===== src/rtl/uart_tx.sv =====
// uart_tx: serial transmitter, start + 8 data bits (LSB first) + optional parity + STOP_BITS stop bits.
// Latency: tx_o follows the state register by one clock; every bit lasts 16*(div+1) clocks.
// Backpressure: tx_ready_o is high only in Idle; tx_valid_i is ignored (must be held) while busy.
// Optional parity bit after the data bits is compiled in by defining UART_TX_PARITY_EN.
module uart_tx #(
  parameter int STOP_BITS  = 1,
  parameter bit PARITY_ODD = 1'b0
) (
  input  logic        clk_i,
  input  logic        rst_i,
  input  logic [10:0] div_i,
  input  logic        tx_valid_i,
  input  logic [7:0]  data_i,
  output logic        tx_ready_o,
  output logic        tx_o,
  output logic        tx_busy_o,
  output logic        tx_done_o
);

  typedef enum logic [2:0] {
    S_IDLE   = 3'd0,
    S_START  = 3'd1,
    S_DATA   = 3'd2,
    S_PARITY = 3'd3,
    S_STOP   = 3'd4
  } state_t;

  // Value of the stop-bit counter during the final stop bit.
  localparam logic LAST_STOP = (STOP_BITS == 2);

  state_t      state;
  state_t      state_nxt;
  logic [10:0] div_lat;
  logic [10:0] div_cnt;
  logic [3:0]  tick_cnt;
  logic [2:0]  bit_cnt;
  logic        stop_cnt;
  logic [7:0]  shift;
  logic        tx_lvl;
  logic        xfer;
  logic        tick;
  logic        bit_end;

  assign tx_ready_o = (state == S_IDLE);
  assign tx_busy_o  = ~tx_ready_o;
  assign xfer       = tx_valid_i & tx_ready_o;
  assign tick       = (div_cnt == div_lat);
  assign bit_end    = tick & (tick_cnt == 4'd15);

`ifdef UART_TX_PARITY_EN
  logic [7:0] data_lat;
  logic       par_bit;

  assign par_bit = (^data_lat) ^ PARITY_ODD;

  // Keep the whole byte for the parity bit; the shift register is consumed by then.
  always_ff @(posedge clk_i or posedge rst_i) begin
    if (rst_i) begin
      data_lat <= 8'd0;
    end else if (xfer) begin
      data_lat <= data_i;
    end
  end
`else
  logic unused_parity_odd;
  assign unused_parity_odd = PARITY_ODD;
`endif

  // State register.
  always_ff @(posedge clk_i or posedge rst_i) begin
    if (rst_i) begin
      state <= S_IDLE;
    end else begin
      state <= state_nxt;
    end
  end

  // Baud/tick/bit counters and data shifter; everything restarts at the handshake.
  always_ff @(posedge clk_i or posedge rst_i) begin
    if (rst_i) begin
      div_lat  <= 11'd0;
      div_cnt  <= 11'd0;
      tick_cnt <= 4'd0;
      bit_cnt  <= 3'd0;
      stop_cnt <= 1'b0;
      shift    <= 8'd0;
    end else if (xfer) begin
      div_lat  <= div_i;
      div_cnt  <= 11'd0;
      tick_cnt <= 4'd0;
      bit_cnt  <= 3'd0;
      stop_cnt <= 1'b0;
      shift    <= data_i;
    end else if (state != S_IDLE) begin
      div_cnt <= tick ? 11'd0 : div_cnt + 11'd1;
      if (tick) begin
        tick_cnt <= tick_cnt + 4'd1;
      end
      if (bit_end && state == S_DATA) begin
        shift   <= {1'b0, shift[7:1]};
        bit_cnt <= bit_cnt + 3'd1;
      end
      if (bit_end && state == S_STOP) begin
        stop_cnt <= stop_cnt + 1'b1;
      end
    end
  end

  // Next state, line level for the current state, and the end-of-frame pulse.
  always_comb begin
    state_nxt = state;
    tx_lvl    = 1'b1;
    tx_done_o = 1'b0;
    case (state)
      S_IDLE: begin
        if (tx_valid_i) begin
          state_nxt = S_START;
        end
      end
      S_START: begin
        tx_lvl = 1'b0;
        if (bit_end) begin
          state_nxt = S_DATA;
        end
      end
      S_DATA: begin
        tx_lvl = shift[0];
        if (bit_end && bit_cnt == 3'd7) begin
`ifdef UART_TX_PARITY_EN
          state_nxt = S_PARITY;
`else
          state_nxt = S_STOP;
`endif
        end
      end
`ifdef UART_TX_PARITY_EN
      S_PARITY: begin
        tx_lvl = par_bit;
        if (bit_end) begin
          state_nxt = S_STOP;
        end
      end
`endif
      S_STOP: begin
        if (bit_end && stop_cnt == LAST_STOP) begin
          tx_done_o = 1'b1;
          state_nxt = S_IDLE;
        end
      end
      default: begin
        state_nxt = S_IDLE;
      end
    endcase
  end

  // Registered line driver; reset forces the line idle-high immediately.
  always_ff @(posedge clk_i or posedge rst_i) begin
    if (rst_i) begin
      tx_o <= 1'b1;
    end else begin
      tx_o <= tx_lvl;
    end
  end

endmodule


===== config.mk =====
export PLATFORM = sky130hd
export DESIGN_NAME = uart_tx
export DESIGN_NICKNAME = d
export VERILOG_FILES = /design/src/rtl/uart_tx.sv
export SDC_FILE = /design/constraint.sdc
export NUM_CORES = 1
export LEC_CHECK = 0
export ABC_AREA = 1
export CORE_UTILIZATION = 60
export DETAILED_ROUTE_END_ITERATION = 12
export MAX_ROUTING_LAYER = met4
export PLACE_DENSITY = 0.88
export SYNTH_ARGS = -nofsm -noshare
export SYNTH_HDL_FRONTEND = slang
export SYNTH_SLANG_ARGS = --single-unit

===== constraint.sdc =====
create_clock -name clk_i -period 4.5 [get_ports clk_i]
set_input_delay 0.9 -clock clk_i [delete_from_list [all_inputs] [get_ports clk_i]]
set_output_delay 0.9 -clock clk_i [all_outputs]
set_load 0.05 [all_outputs]

==> results.py, run 1 <==
metrics = {
    "place": {
        "dp_cells": 346,
        "place_ws_ps": 1460,
        "dp_hpwl_mm": 2.89,
        "io_buffers": 25,
        "finalWeightedCongestion": 0.839,
    },
    "power": {
        "ir_drop_mv": 0.307,
        "power_mw": 1.42,
        "switching_share_pct": 41.7,
        "p_switching_mw": 0.592,
        "cellPowerDensity_nw_per_um2": 550,
        "power_leakage_nw": 1.29,
        "seq_power_share_pct": 40.3,
        "p_int_mw": 0.828,
        "share_comb_of_total_power_pct": 42.3,
        "p_clk_share_pct": 17.4,
    },
    "synthesis": {
        "synth_area_leaders": "dfrtp_1 46%, nand2_1 19%, inv_1 4.3%",
        "yosysTopAreaCellShare_pct": 46.5,
        "synth_cells": 279,
        "synth_largest_area_cell": "dfrtp_1",
        "yosysSeqAreaShare_pct": 47.7,
        "avgSynthCellArea_um2": 7.91,
        "synthDistinctLibCells": 30,
        "syn_nets": 305,
        "synth-seq-cells": 42,
        "synth_area_um2": 2210,
        "synth_warnings": 0,
    },
    "sta": {
        "finalCritPeriodShare_pct": 74.7,
        "finClkSkew_ps": 6.56,
        "slew_headroom_pct": 65.7,
        "hold_viol": 0,
        "tns_ps": 0,
        "clock.fmax_mhz": 298,
        "setup_viol": 0,
        "worst_slack_ps": 1140,
        "tightest_slew_ps": 515,
        "min_period_ps": 3360,
        "maxSlewViolCount": 0,
        "rsz0062_at_grt": "false",
    },
    "global_routing": {
        "first_global_vias": 1686,
        "track_usage_pct": 24.5,
        "grt_pass1_wl_mm": 7.19,
        "grt_max_degree": 43,
        "grt_antenna_before_repair": 0,
        "grt-ovfl-total": 0,
    },
    "worst_setup_path": {
        "timing.rr.start": "state[0]",
        "r2r_slack_ps": 2770,
        "timing.rr.end": "shift[0]",
        "crit_fanout": 5,
        "cp-startpoint": "div_cnt[8]",
        "worst_setup_path_end_kind": "output port",
        "worst-r2r-cell-count": 9,
        "required_ps": 3600,
        "endpoint": "tx_done_o",
        "cp.arrival_ps": 2460,
        "crit_path_start_kind": "flip-flop",
        "critPathKind": "flip-flop to output port",
    },
    "drt": {
        "drt-initial-drc-count": 97,
        "wl_met1_mm": 1.85,
        "via_count": 1818,
        "wl_per_cell_um": 11.4,
        "drc": 0,
        "viasPerCell": 5.14,
        "dr.max_layer_used": "met4",
        "dr.pass1.iters": 4,
        "routed-wl-met3_um": 184,
        "wirelength_mm": 4.03,
        "final_antenna_net_count": 0,
        "wl_met2_mm": 1.95,
    },
    "floorplanning": {
        "die_x_um": 62.7,
        "floorplan.die_area_um2": 3930,
        "io_pins": 26,
        "initial_core_util_pct": 64.1,
        "fp.dieH_um": 62.7,
        "rows": 21,
        "core_area_um2": 3440,
    },
    "cells_and_area": {
        "final_cell_mix": "114 x nand2_1, 41 x dfrtp_1, 25 x inv_1, 25 x clkdlybuf4s50_1, 18 x o21ai_0",
        "layout_commonest_cell": "nand2_1",
        "utilization_pct": 75.0,
        "regArea_um2": 1050,
        "multi_input_area_um2": 993,
        "area_delta_synth_final_pct": 16.9,
        "drive_gt1_share_pct": 9.74,
        "finalNonFillerCells": 354,
        "nets": 333,
        "num_antenna_cells": 0,
        "n_fill_cell": 262,
    },
    "clock_tree": {
        "ctsHoldBuffers": 0,
        "clock_latency_ps": 290,
        "cts_made_buffers": 5,
        "cts_tree": "yes",
        "cts_max_level": 2,
        "post_cts_buffers": 0,
        "cts_resized": 0,
        "clk_pin_slew_ps": 80,
        "cts.sinks": 42,
        "clockBufferDepth": 2,
        "root_buffer": "clkbuf_8",
    },
    "run_status": {
        "outcome": "complete, no violations",
    },
    "run": {
        "max-cap-violations": 0,
    },
    "min_path": {
        "hp-class": "flip-flop to flip-flop",
    },
}
## per-layer routing
metal	GRT usage (%)	vias up
met1	28.8	834
li1	-	929
met5	-	-
met4	9.59	0
met3	6.39	4
met2	40.2	51
## cell usage after synthesis
| library cell | count |
|---|---|
| a21oi_1 | 3 |
| buf_2 | 3 |
| buf_4 | 1 |
| buf_6 | 1 |
| dfrtp_1 | 41 |
| dfstp_2 | 1 |
| ha_1 | 4 |
| inv_1 | 25 |
| inv_2 | 5 |
| inv_4 | 1 |
| inv_6 | 1 |
| mux2i_1 | 1 |
| nand2_1 | 114 |
| nand2_2 | 4 |
| nand2_4 | 2 |
| nand3_1 | 14 |
| nand3_4 | 1 |
| nand4_1 | 4 |
| nor2_1 | 8 |
| nor2_2 | 4 |
| nor2_4 | 1 |
| nor3_1 | 2 |
| nor3_4 | 1 |
| nor4_1 | 1 |
| o21ai_0 | 18 |
| o21ai_1 | 1 |
| o21ai_2 | 1 |
| o22ai_1 | 5 |
| xnor2_1 | 6 |
| xor2_1 | 5 |
## registers in the layout, summed over array words and instances, names as in the netlist
register / count
div_cnt: 11
div_lat: 11
tx_o: 1
stop_cnt: 1
tick_cnt: 4
bit_cnt: 3
shift: 8
state: 3
## power by group through the flow
stage / logic, mW / registers, mW / clock network, mW
CTS: 0.604 / 0.570 / 0.252
global route: 0.682 / 0.586 / 0.269
floorplan: 0.466 / 0.574 / 0
global placement: 0.584 / 0.573 / 0
detailed placement: 0.603 / 0.575 / 0
finish: 0.600 / 0.572 / 0.248
## worst min-delay path by stage
| stage | startpoint | endpoint | depth (start not counted) |
|---|---|---|---|
| 5_1_grt | shift[5] | shift[5] | 2 |
| 3_3_place_gp | shift[2] | shift[2] | 2 |
| 2_1_floorplan | bit_cnt[0] | bit_cnt[0] | 1 |
| 4_1_cts | bit_cnt[0] | bit_cnt[0] | 1 |
| 3_5_place_dp | shift[5] | shift[5] | 2 |
| 6_report | bit_cnt[0] | bit_cnt[0] | 1 |
## layout make-up
| type | instances | area share [%] |
|---|---|---|
| clock buffers | 7 | 3.35 |
| clock inverters | 1 | 0.194 |
| inverters | 32 | 4.95 |
| multi-input cells | 200 | 38.5 |
| flip-flops and latches | 42 | 40.8 |
| well taps | 46 | 2.23 |
| repair buffers | 26 | 9.99 |
## cells by family after synthesis
logic type               share of synthesized area (%)
XOR/XNOR                                          4.36
buffers and inverters                             7.31
AND/OR/NAND/NOR                                   31.1
flip-flops                                        47.7
adder cells (fa/ha/maj)                           2.27
AO/OA/AOI/OAI                                     6.80
multiplexers                                     0.454
## through the flow
| stage | hold slack, ps | instance area, µm² |
|---|---|---|
| after detailed placement | 458 | 2490 |
| final | 473 | 2580 |
| after global routing | 499 | 2580 |
| after floorplan | 439 | 2210 |
| after CTS | 475 | 2580 |
| after global placement | 454 | 2490 |
## worst max-delay path: stages (launching register included)
cell and delay, ps:
dfrtp_1 410, inv_2 70, nand2_1 60, nand2_1 40, nor2_1 90, nand2_1 80, nor2_2 190, nand2_2 100
inv_4 110, nand3_1 110, nor2_1 110, clkdlybuf4s50_1 800
(Power assumes the default switching activity.)
==> run 2, diff against run 1 <==
--- a/config.mk
+++ b/config.mk
@@ -6,10 +6,10 @@
 export NUM_CORES = 1
 export LEC_CHECK = 0
 export ABC_AREA = 1
-export CORE_UTILIZATION = 60
+export CORE_UTILIZATION = 55
 export DETAILED_ROUTE_END_ITERATION = 12
 export MAX_ROUTING_LAYER = met4
-export PLACE_DENSITY = 0.88
+export PLACE_DENSITY = 0.82
 export SYNTH_ARGS = -nofsm -noshare
 export SYNTH_HDL_FRONTEND = slang
 export SYNTH_SLANG_ARGS = --single-unit
==> constraint.sdc (replaced) <==
create_clock -name clk_i -period 3.1 [get_ports clk_i]
set_input_delay 0.62 -clock clk_i [delete_from_list [all_inputs] [get_ports clk_i]]
set_output_delay 0.62 -clock clk_i [all_outputs]
set_load 0.05 [all_outputs]
==> run 2 against run 1 <==
  * Cell area increased by 0.19%
  * Clock-buffer cell count unchanged
  * Flip-flop and latch count unchanged
  * Wire length increased by 5.8%
  * Die area up 8.8%
  * Core utilization fell by 5.9 points
  * First-iteration DRC count up 4.1%
  * Clock power increased by 44%
  * Cell count rose by 0.56%
  * Critical path type unchanged
  * Critical endpoint unchanged
  * Highest routed layer unchanged
==> results.py, run 2 (same netlist as run 1, synthesis figures left out) <==
metrics = {
    "worst_setup_path": {
        "timing.rr.start": "state[0]",
        "critPathKind": "flip-flop to output port",
        "cp_slowest_stage_delay_ps": 450,
        "cp-startpoint": "div_cnt[3]",
        "timing.rr.end": "shift[1]",
        "slowest_stage": "dfrtp_1",
        "cp.arrival_ps": 2040,
        "crit_path_start_kind": "flip-flop",
        "cpLargestDelayFamily": "simple AND/OR/NAND/NOR gates",
        "r2r_slack_ps": 1340,
        "crit_fanout": 5,
        "required_ps": 2480,
        "worst_setup_path_end_kind": "output port",
        "path_cells": "xnor2_1 > nand3_1 > nor2_2 > nand2_2 > inv_4 > nand3_1 > nor2_1 > dlymetal6s2s_1",
        "path_buf_inv": 2,
        "path_common_cell": "nand3_1",
        "worst-r2r-cell-count": 9,
    },
    "run_status": {
        "outcome": "complete, no violations",
    },
    "floorplanning": {
        "initial_core_util_pct": 59.0,
        "fp.dieH_um": 65.3,
        "die_x_um": 65.3,
        "io_pins": 26,
        "floorplan.die_area_um2": 4270,
        "core_area_um2": 3740,
        "rows": 22,
    },
    "drt": {
        "viasPerCell": 5.17,
        "wirelength_mm": 4.27,
        "final_antenna_net_count": 0,
        "dr.pass1.iters": 4,
        "drt-initial-drc-count": 101,
        "wl_per_cell_um": 12.0,
        "via_count": 1841,
        "drc": 0,
    },
    "place": {
        "finalWeightedCongestion": 0.872,
        "dp_cells": 348,
        "io_buffers": 25,
        "dp_hpwl_mm": 3.07,
    },
    "power": {
        "cellPowerDensity_nw_per_um2": 801,
        "ir_drop_mv": 0.410,
        "power_leakage_nw": 1.31,
    },
    "sta": {
        "setup_viol": 0,
        "min_period_ps": 2660,
        "clock.fmax_mhz": 376,
        "hold_viol": 0,
        "tightest_slew_ps": 513,
        "rsz0062_at_grt": "false",
        "tns_ps": 0,
        "maxSlewViolCount": 0,
        "slew_headroom_pct": 65.8,
        "finalCritPeriodShare_pct": 85.8,
        "finClkSkew_ps": 7.50,
    },
    "min_path": {
        "worstHoldPathCells": 2,
        "hp-class": "flip-flop to flip-flop",
        "hold_end": "shift[2]",
        "min-delay-start": "shift[2]",
    },
    "clock_tree": {
        "clock_latency_ps": 290,
        "clockBufferDepth": 2,
        "ctsHoldBuffers": 0,
        "clk_pin_slew_ps": 80,
        "cts_resized": 0,
        "cts.sinks": 42,
        "cts_tree": "yes",
        "root_buffer": "clkbuf_8",
        "post_cts_buffers": 0,
        "cts_max_level": 2,
        "cts_made_buffers": 5,
    },
    "cells_and_area": {
        "num_antenna_cells": 0,
        "finalNonFillerCells": 356,
        "drive_gt1_share_pct": 9.74,
        "nets": 333,
        "final_cell_mix": "114 x nand2_1, 41 x dfrtp_1, 25 x inv_1, 24 x clkdlybuf4s50_1, 18 x o21ai_0",
        "area_delta_synth_final_pct": 17.1,
        "n_fill_cell": 305,
        "largestRegisters": "div_cnt (11), div_lat (11), shift (8)",
        "utilization_pct": 69.1,
        "layout_commonest_cell": "nand2_1",
    },
    "global_routing": {
        "grt_antenna_before_repair": 0,
        "grt_max_degree": 43,
        "grt-ovfl-total": 0,
        "grt_pass1_wl_mm": 7.69,
        "track_usage_pct": 24.3,
        "first_global_vias": 1796,
    },
    "run": {
        "max-cap-violations": 0,
    },
}
-- run 2: worst register-to-register path, cell delays in order (launching register included) --
cell	delay (ps)
dfrtp_1	400
nor2_1	150
nand2_1	150
inv_2	150
nand2_4	180
inv_2	370
nand2_1	110
nand2_1	70
nand2_1	50
nand2_1	70
-- run 2: how the worst max path moves through the flow --
stage	end	slack [ps]	depth (start not counted)
3_3_place_gp	tx_done_o	400	8
5_1_grt	tx_done_o	260	8
4_1_cts	tx_done_o	30	8
6_report	tx_done_o	440	8
2_1_floorplan	tx_done_o	700	8
3_5_place_dp	tx_done_o	360	10
-- run 2: metrics by stage --
step | hold slack [ps] | instance area, µm² | setup WS, ps | total power, mW
6_report | 486 | 2580 | 439 | 2.07
5_1_grt | 514 | 2580 | 257 | 2.24
4_1_cts | 482 | 2580 | 25.8 | 2.08
3_5_place_dp | 459 | 2490 | 356 | 1.72
3_3_place_gp | 453 | 2490 | 399 | 1.69
2_1_floorplan | 439 | 2210 | 704 | 1.51
-- run 2: routing by layer --
layer | GRT usage (%) | vias up | wire (µm)
met5 | - | - | 0
met4 | 8.70 | 0 | 78
met3 | 5.21 | 8 | 178
met2 | 40.5 | 51 | 2060
met1 | 29.2 | 853 | 1950
li1 | - | 929 | -
-- run 2: final cells by class --
cell class | count | area, µm² | share of cell area [%]
sequential | 42 | 1050 | 40.7
multi-input combinational | 200 | 993 | 38.4
timing repair buffer | 26 | 260 | 10.1
inverter | 32 | 128 | 4.94
clock buffer | 7 | 86.3 | 3.34
tap | 48 | 60.1 | 2.32
clock inverter | 1 | 5.00 | 0.194
-- run 2: report_power, final --
part           switching, mW  internal (mW)
logic                  0.580          0.301
clock network          0.177          0.180
registers              0.111          0.721
